==> src/rtl/mem_bus_arbiter.sv <==
// -----------------------------------------------------------------------------
// mem_bus_arbiter
//
// Two-master arbiter and watchdog in front of the ROM/RAM/MMIO address decoder.
// Master 0 is the CPU and master 1 is a secondary master (DMA / debug loader).
// The bus is granted round-robin and held until the decoder completes the
// access. An access the decoder never answers is terminated after
// TIMEOUT_CYCLES busy cycles: the owner gets ready with rdata = 0 and
// timeout_error pulses for one cycle.
//
// Parameters
//   TIMEOUT_CYCLES : busy cycles without s_ready before forced termination (>= 2)
//   CNT_WIDTH      : width of the timeout counter, must be able to hold TIMEOUT_CYCLES
//
// Ports
//   clk, reset_n                 : clock, synchronous active-low reset
//   mX_valid/instr/addr/wdata/wstrb : master X request (held until mX_ready)
//   mX_ready, mX_rdata           : master X completion pulse and read data
//   s_valid/instr/addr/wdata/wstrb  : request forwarded to the decoder
//   s_ready, s_rdata             : decoder completion and read data
//   grant                        : one-hot current owner, 2'b00 when idle
//   timeout_error                : one-cycle pulse on forced termination
// -----------------------------------------------------------------------------
module mem_bus_arbiter #(
    parameter int TIMEOUT_CYCLES = 255,
    parameter int CNT_WIDTH      = 8
) (
    input  logic        clk,
    input  logic        reset_n,

    input  logic        m0_valid,
    input  logic        m0_instr,
    input  logic [31:0] m0_addr,
    input  logic [31:0] m0_wdata,
    input  logic [3:0]  m0_wstrb,
    output logic        m0_ready,
    output logic [31:0] m0_rdata,

    input  logic        m1_valid,
    input  logic        m1_instr,
    input  logic [31:0] m1_addr,
    input  logic [31:0] m1_wdata,
    input  logic [3:0]  m1_wstrb,
    output logic        m1_ready,
    output logic [31:0] m1_rdata,

    output logic        s_valid,
    output logic        s_instr,
    output logic [31:0] s_addr,
    output logic [31:0] s_wdata,
    output logic [3:0]  s_wstrb,
    input  logic        s_ready,
    input  logic [31:0] s_rdata,

    output logic [1:0]  grant,
    output logic        timeout_error
);

    // Parameter sanity: the counter must be able to reach TIMEOUT_CYCLES.
    generate
        if (TIMEOUT_CYCLES < 2 || TIMEOUT_CYCLES > ((2 ** CNT_WIDTH) - 1)) begin : g_param_check
            $error("mem_bus_arbiter: TIMEOUT_CYCLES must be >= 2 and fit in CNT_WIDTH bits");
        end
    endgenerate

    localparam logic [CNT_WIDTH-1:0] TIMEOUT_VAL = CNT_WIDTH'(TIMEOUT_CYCLES);

    typedef enum logic [1:0] {
        IDLE  = 2'd0,
        BUSY0 = 2'd1,
        BUSY1 = 2'd2
    } state_t;

    state_t               state_q, state_d;
    logic [CNT_WIDTH-1:0] cnt_q, cnt_d;
    logic                 last_q, last_d;     // 1 = master 1 was granted last

    // Owner's request, zero when idle.
    logic        own_valid;
    logic        own_instr;
    logic [31:0] own_addr;
    logic [31:0] own_wdata;
    logic [3:0]  own_wstrb;

    logic busy;
    logic expired;
    logic done_ok;
    logic timeout_hit;
    logic finish;

    always_comb begin
        own_valid = 1'b0;
        own_instr = 1'b0;
        own_addr  = '0;
        own_wdata = '0;
        own_wstrb = '0;
        case (state_q)
            BUSY0: begin
                own_valid = m0_valid;
                own_instr = m0_instr;
                own_addr  = m0_addr;
                own_wdata = m0_wdata;
                own_wstrb = m0_wstrb;
            end
            BUSY1: begin
                own_valid = m1_valid;
                own_instr = m1_instr;
                own_addr  = m1_addr;
                own_wdata = m1_wdata;
                own_wstrb = m1_wstrb;
            end
            default: begin
            end
        endcase
    end

    assign busy        = (state_q != IDLE);
    assign expired     = busy && (cnt_q == TIMEOUT_VAL);
    assign done_ok     = own_valid && s_ready;
    // A decoder answer on the expiry cycle takes precedence over the watchdog.
    assign timeout_hit = expired && own_valid && !s_ready;
    assign finish      = done_ok || timeout_hit;

    // On forced termination the request is withdrawn from the decoder so it
    // cannot act on an access the master already considers finished.
    assign s_valid = own_valid && !timeout_hit;
    assign s_instr = own_instr;
    assign s_addr  = own_addr;
    assign s_wdata = own_wdata;
    assign s_wstrb = own_wstrb;

    assign m0_ready = (state_q == BUSY0) && finish;
    assign m1_ready = (state_q == BUSY1) && finish;
    assign m0_rdata = ((state_q == BUSY0) && done_ok) ? s_rdata : 32'h0;
    assign m1_rdata = ((state_q == BUSY1) && done_ok) ? s_rdata : 32'h0;

    assign grant         = {state_q == BUSY1, state_q == BUSY0};
    assign timeout_error = timeout_hit;

    // Next-state logic.
    always_comb begin
        state_d = state_q;
        cnt_d   = cnt_q;
        last_d  = last_q;
        case (state_q)
            IDLE: begin
                cnt_d = '0;
                if (m0_valid && m1_valid) begin
                    // Tie: the master that did not win last time.
                    if (last_q) begin
                        state_d = BUSY0;
                        last_d  = 1'b0;
                    end else begin
                        state_d = BUSY1;
                        last_d  = 1'b1;
                    end
                end else if (m0_valid) begin
                    state_d = BUSY0;
                    last_d  = 1'b0;
                end else if (m1_valid) begin
                    state_d = BUSY1;
                    last_d  = 1'b1;
                end
            end
            BUSY0, BUSY1: begin
                // Owner withdrawing valid abandons the access silently.
                if (!own_valid || finish) begin
                    state_d = IDLE;
                    cnt_d   = '0;
                end else if (cnt_q != TIMEOUT_VAL) begin
                    cnt_d = cnt_q + 1'b1;   // saturates at TIMEOUT_VAL
                end
            end
            default: begin
                state_d = IDLE;
                cnt_d   = '0;
            end
        endcase
    end

    always_ff @(posedge clk) begin
        if (!reset_n) begin
            state_q <= IDLE;
            cnt_q   <= '0;
            last_q  <= 1'b1;
        end else begin
            state_q <= state_d;
            cnt_q   <= cnt_d;
            last_q  <= last_d;
        end
    end

endmodule

==> config.mk <==
export PLATFORM = sky130hd
export DESIGN_NAME = mem_bus_arbiter
export DESIGN_NICKNAME = d
export VERILOG_FILES = /design/src/rtl/mem_bus_arbiter.sv
export SDC_FILE = /design/constraint.sdc
export NUM_CORES = 1
export LEC_CHECK = 0
export ABC_AREA = 0
export CAP_MARGIN = 0
export CORE_AREA = 5 5 120 122
export DETAILED_ROUTE_END_ITERATION = 8
export DIE_AREA = 0 0 125 127
export GPL_TIMING_DRIVEN = 0
export PLACE_DENSITY = 0.62
export SLEW_MARGIN = 15
export SYNTH_ARGS = -nofsm -noshare
export SYNTH_HDL_FRONTEND = slang
export SYNTH_SLANG_ARGS = --single-unit
==> constraint.sdc <==
create_clock -name clk -period 2.64 [get_ports clk]
set_clock_uncertainty 0.2 [all_clocks]
set_input_delay 0.264 -clock clk [delete_from_list [all_inputs] [get_ports clk]]
set_output_delay 0.264 -clock clk [all_outputs]
set_load 0.05 [all_outputs]
==> metrics.csv, run 1 <==
stage,metric,value,unit
yosys,top post-synthesis cells by area,"a22oi_1 (24%), nor2b_1 (20%), and2_1 (19%), dfxtp_1 (10%), buf_1 (2.4%)",
route,via total after detailed routing,3541,
finish,most frequent cells in the layout,"clkdlybuf4s50_1 (176), a22oi_1 (69), nor2b_2 (69)",
clock_network,hold buffer count at cts,0,
finish,Fillers,1339,
power,sequential share of power,12.8,%
yosys,area share of the leading cell type in the synthesized netlist,23.9,%
yosys,sequential area share after synthesis,10.2,%
power,P_sw,0.535,mW
timing,fin crit share,96.4,%
route,DR pass1 iterations,4,
finish,# diodes,0,
placed_design,Buffers on Ports,313,
setup_path,worst stage delay on the critical path,0.37,ns
setup_path,"Cell Chain, Critical Path",inv_2 > ha_2 > buf_6 > a22oi_4 > nor2b_4 > and3_4 > clkbuf_4 > and2_1 > buf_4,
power,pwr dens,241,nW/um2
yosys,synth unique cells,38,
timing,Setup WS post-layout,0.0943,ns
yosys,Synth Net Count,483,
finish,area of the multi-input gates,2000,um2
setup_path,CP max-delay cell,dfxtp_1,
power,Logic pwr share,67.2,%
hold_path,hold crit path type,reg -> reg,
placed_design,GP Congestion,0.862,
floorplanning,chip height,127,um
route,vias per std cell,4.43,
setup_path,worst-path fanout max,10,
timing,headroom to the max-slew limit,66.0,%
power,Cell Int Power,0.840,mW
yosys,Async SR Flop Fraction,0,%
route,antenna violation net count after detailed routing,0,
clock_network,CTS sink cnt,11,
clock_network,CTS tree,done,
finish,Sequential Area,220,um2
yosys,"area leader, netlist",a22oi_1,
floorplanning,initial core utilization,16.5,%
yosys,commonest register cell after synthesis,dfxtp_1,
run_status,status,finished clean,
route,drt initial violations,95,
clock_network,Worst-Skew Late Latency,0.24,ns
power,LEAKAGE,2.18,nW
yosys,Yosys warnings,0,
setup_path,Crit Path Class,reg -> out,
finish,layout cells sized above 1,40.6,%
finish,Syn-to-layout area delta,164,%
placed_design,hpwl dp,12700,um
power,Switching Fraction,38.9,%
grt,initial antenna violation count,0,
timing,hold slack,0.337,ns
finish,"most common cell after layout, fill and taps aside",clkdlybuf4s50_1,
run,number of max-cap violations,0,
clock_network,Clock Path Buffers,2,
power,power share of the clock group,20.0,%
timing,worst slew pin tran,0.512,ns
grt,largest net degree at the start of global routing,11,
clock_network,CTS Buf Count,3,
yosys,Mapped Avg Cell Area,7.12,um2
power,maximum VDD drop,0.183,mV
timing,final setup violation count,0,
grt,total gr overflow,0,
timing,Final min period,2.55,ns
yosys,Syn Inst Count,304,
grt,first-pass GRT wire length,21400,um
floorplanning,die area,15900,um2
grt,vias in the first global route,3795,
clock_network,CTS H-tree depth,1,
yosys,"flops & latches, synth",11,
setup_path,CP Launch Type,flip-flop,
setup_path,CP Capture Type,output port,
grt,GRT Util Overall,16.8,%
floorplanning,die width,125,um
placed_design,Place WS,-0.652,ns
yosys,"EDFF count, synth",0,
timing,Hold Fails Final Rpt,0,
floorplanning,# rows,42,
setup_path,CP Data Required Time,2.18,ns
setup_path,crit path DAT,2.08,ns
timing,Max Clock Freq,0.393,GHz
floorplanning,Core Region,13100,um2
route,Routed WL per cell,18.2,um
yosys,Mapped Area,2160,um2
floorplanning,IO Pins,314,
route,DRC violations left,0,
clock_network,"Reg clk slew, reported paths",0.04,ns
timing,Slew Limit Fails,0,
finish,nets@finish,803,
clock_network,root buf cell,clkbuf_16,
route,Final Routed Wirelength,14600,um
==> layout make-up <==
cell class                 instances  share of cell area, %
clock buffer                       4                   1.38
inverter                           4                  0.263
buffer                            31                   3.02
timing repair buffer             315                   52.6
sequential                        11                   3.85
multi-input combinational        258                   35.0
tap                              176                   3.85
==> registers in the layout, indices dropped and copies added, names as in the netlist <==
name	count
last_q	1
state_q	2
cnt_q	8
==> critical path: cells and delay by family, from the launching register on <==
family	cells	cell delay (ns)
DFF	1	0.37
and+or+nand+nor	3	0.45
AOI/OAI and AO/OA	1	0.22
buffers and inverters	4	0.59
adders and majority gates	1	0.20
==> cells in the mapped netlist (3+ instances only) <==
master and count:
dfxtp_1 11, a22oi_1 69, nand2_1 5, nor2_1 6, nor3_1 3, clkbuf_2 6, a21oi_1 5, xnor2_1 3
clkbuf_1 8, nand3_1 4, inv_1 4, buf_2 3, and2_1 64, ha_1 4, nor2b_1 69, buf_1 14
==> per-stage QoR <==
step / cells / cell area [um2] / TNS (ns) / power [mW] / util [%]
final: 799 / 5720 / 0 / 1.37 / 43.7
after global routing: 799 / 5720 / -0.0176 / 1.45 / 43.7
after CTS: 797 / 5730 / 0 / 1.39 / 43.8
after detailed placement: 793 / 5700 / -63.01 / 1.11 / 43.6
after global placement: 793 / 5700 / -58.21 / 1.10 / 43.6
after floorplan: 304 / 2350 / 0 / 0.659 / -
==> power groups by stage <==
| stage | Clock (mW) | Sequential [mW] | Combinational (mW) |
|---|---|---|---|
| after floorplan | 0 | 0.177 | 0.482 |
| after global placement | 0 | 0.178 | 0.920 |
| after detailed placement | 0 | 0.179 | 0.930 |
| after CTS | 0.280 | 0.176 | 0.933 |
| after global routing | 0.284 | 0.177 | 0.985 |
| final | 0.275 | 0.176 | 0.924 |
==> path summary, 6_finish.rpt <==
kind	start	to	slack (ns)	cells after the start
setup reg to reg	cnt_q[0]	cnt_q[7]	0.66	5
setup / recovery	state_q[0]	m0_rdata[6]	0.09	9
hold reg to reg	state_q[1]	state_q[1]	0.34	2
hold / removal	state_q[1]	state_q[1]	0.34	2
==> layer usage <==
| layer | global-route usage [%] | vias to the layer above | wire length, um |
|---|---|---|---|
| met5 | 0 | - | 0 |
| met4 | 3.57 | 0 | 273 |
| met1 | 17.0 | 1594 | 5020 |
| li1 | - | 1717 | - |
| met2 | 33.0 | 213 | 7710 |
| met3 | 6.30 | 17 | 1550 |
==> repair_timing <==
| item | 4_1_cts | 5_1_grt |
|---|---|---|
| endpoints found under the setup margin | 137 | 135 |
| hold endpoints to repair | 0 | 0 |
| setup buffers | 0 | 2 |
| gates resized for setup | 588 | 73 |
| pin swaps | 0 | 0 |
==> cell families after synthesis <==
kind of cell | synth area share, %
adder cells (fa/ha/maj) | 2.31
flip-flops | 10.2
XOR/XNOR | 1.62
buffers and inverters | 6.59
AND/OR/NAND/NOR | 47.7
AO/OA/AOI/OAI | 31.2
multiplexers | 0.463
Note: power is estimated with default switching activity, not from simulation.
==> run 2: changes to the inputs <==
- CTS_CLUSTER_SIZE: not set -> 28
==> results of run 2 <==
Final layout, timing and power as in run 1 (identical DEF).
==> run 3: changes to the inputs <==
- ABC_AREA: 0 -> not set
==> results of run 3 <==
Final layout, timing and power as in run 1 (identical DEF).
==> RTL change, RTL diff (settings of run 2) <==
Change the parameter `CNT_WIDTH` from 8 to 9.
--- a/src/rtl/mem_bus_arbiter.sv
+++ b/src/rtl/mem_bus_arbiter.sv
@@ -25,3 +25,3 @@
     parameter int TIMEOUT_CYCLES = 255,
-    parameter int CNT_WIDTH      = 8
+    parameter int CNT_WIDTH      = 9
 ) (
Check against the original RTL: same outputs for any inputs over 10 cycles, from zero or initial values and one cycle with reset_n low; that may be too few to reach the edited logic, so the function may still have changed.
==> RTL change against run 2 <==
Combinational power up 2%; non-clock buffer count down 2; synthesized area down 0.40%; clock power down 1%; sequential cell count up 1; count of clock-buffer cells in the layout down 1; setup slack better by 48 ps; wire length down 2.3%; design area down 1.2%; total power up 1.8%; critical path type unchanged; critical endpoint is now m1_rdata[17]; largest power group unchanged.
==> RTL change: results (changes against run 2) <==
- Share of layout cells above drive strength 1: 39.08% (-1.5 points)
- Setup slack, reg-to-reg: 630 ps (-30 ps)
- Max incr delay on CP: 350 ps (-20 ps)
- GP Congestion: 0.8758 (+1.6%)
- Global Route Usage Sum: 16.45% (-0.39 points)
- Seq/Total Area, Yosys: 11.15% (+0.97 points)
- Library cells used by synthesis: 29 (-24%)
- Leak: 2.106 nW (-3.2%)
- Hold Path Sink: cnt_q[8]
- Int Power: 847.7 uW (+0.88%)
- DR vias: 3491 (-1.4%)
- NetSw: 551.3 uW (+3.1%)
- Arrival @ worst endpoint: 2030 ps (-50 ps)
- Post-Syn Nets: 496 (+2.7%)
- IR drop worst, VDD: 171.0 uV (-6.7%)
- Final WL: 14220 um (-2.3%)
- DP HPWL: 12060 um (-5.0%)
- First DRT Iteration DRCs: 84 (-12%)
- Status: finished clean
- Top flop regs: cnt_q: 9 flops, state_q: 2 flops, last_q: 1 flops
- Seq pwr share: 13.6% (+0.8 points)
- Largest cells by area after synthesis: a22oi_1 24%, nor2b_1 21%, and2_1 19%
- Clock group: 271 uW (-1%)
- Crit path capture: m1_rdata[17]
- Startpoint of the worst hold path: cnt_q[8]
- First-pass GRT wire length: 21280 um (-0.52%)
- Vias in the first global route: 3674 (-3.2%)
==> RTL change: area by class of cell <==
cell class,count,area (um2)
flip-flops and latches,12,241.5
multi-input cells,269,1983
fillers,1299,7436
repair buffers,313,2955
clock buffers,3,75.07
plain buffers,31,158.9
inverters,4,15.01
well taps,176,220.2
==> RTL change: critical path: cells and delay by family (launching register included) <==
kind | cells | cell delay (ps)
adders and majority gates | 1 | 270
buffers and inverters | 4 | 740
DFF | 1 | 350
and+or+nand+nor | 3 | 430
==> RTL change: cell families after synthesis <==
logic type | Yosys count | share of synthesized area, %
XOR/XNOR | 7 | 2.846
AO/OA/AOI/OAI | 79 | 26.83
adder cells (fa/ha/maj) | 5 | 2.904
AND/OR/NAND/NOR | 177 | 49.36
multiplexers | 1 | 0.4646
buffers and inverters | 35 | 6.445
flip-flops | 12 | 11.15
==> RTL change: per-layer routing <==
metal / vias up / part of all wire [%] / global-route usage [%] / wire (um)
met5: - / 0 / 0 / 0
li1: 1729 / - / - / -
met2: 179 / 52 / 31.16 / 7417
met1: 1570 / 39 / 18.80 / 5542
met3: 13 / 7.3 / 4.215 / 1038
met4: 0 / 1.6 / 2.934 / 221
==> RTL change: per-stage QoR <==
| stage | worst slack, ps | hold slack [ps] | utilization, % | setup TNS [ps] |
|---|---|---|---|---|
| after floorplan | -411.0 | 140.2 | - | -1153 |
| after global placement | -499.0 | 281.8 | 43.41 | -42710 |
| after detailed placement | -521.5 | 289.3 | 43.41 | -47410 |
| after CTS | 5.323 | 298.9 | 42.25 | 0 |
| after global routing | -4.452 | 340.2 | 43.17 | -19.21 |
| final | 142.0 | 294.3 | 43.17 | 0 |
==> RTL change: what timing repair did <==
action                                  in CTS  in global routing
gates cloned                                 0                  0
pin swaps                                    0                  1
endpoints found under the setup margin     137                118
gates resized for setup                    587                 61
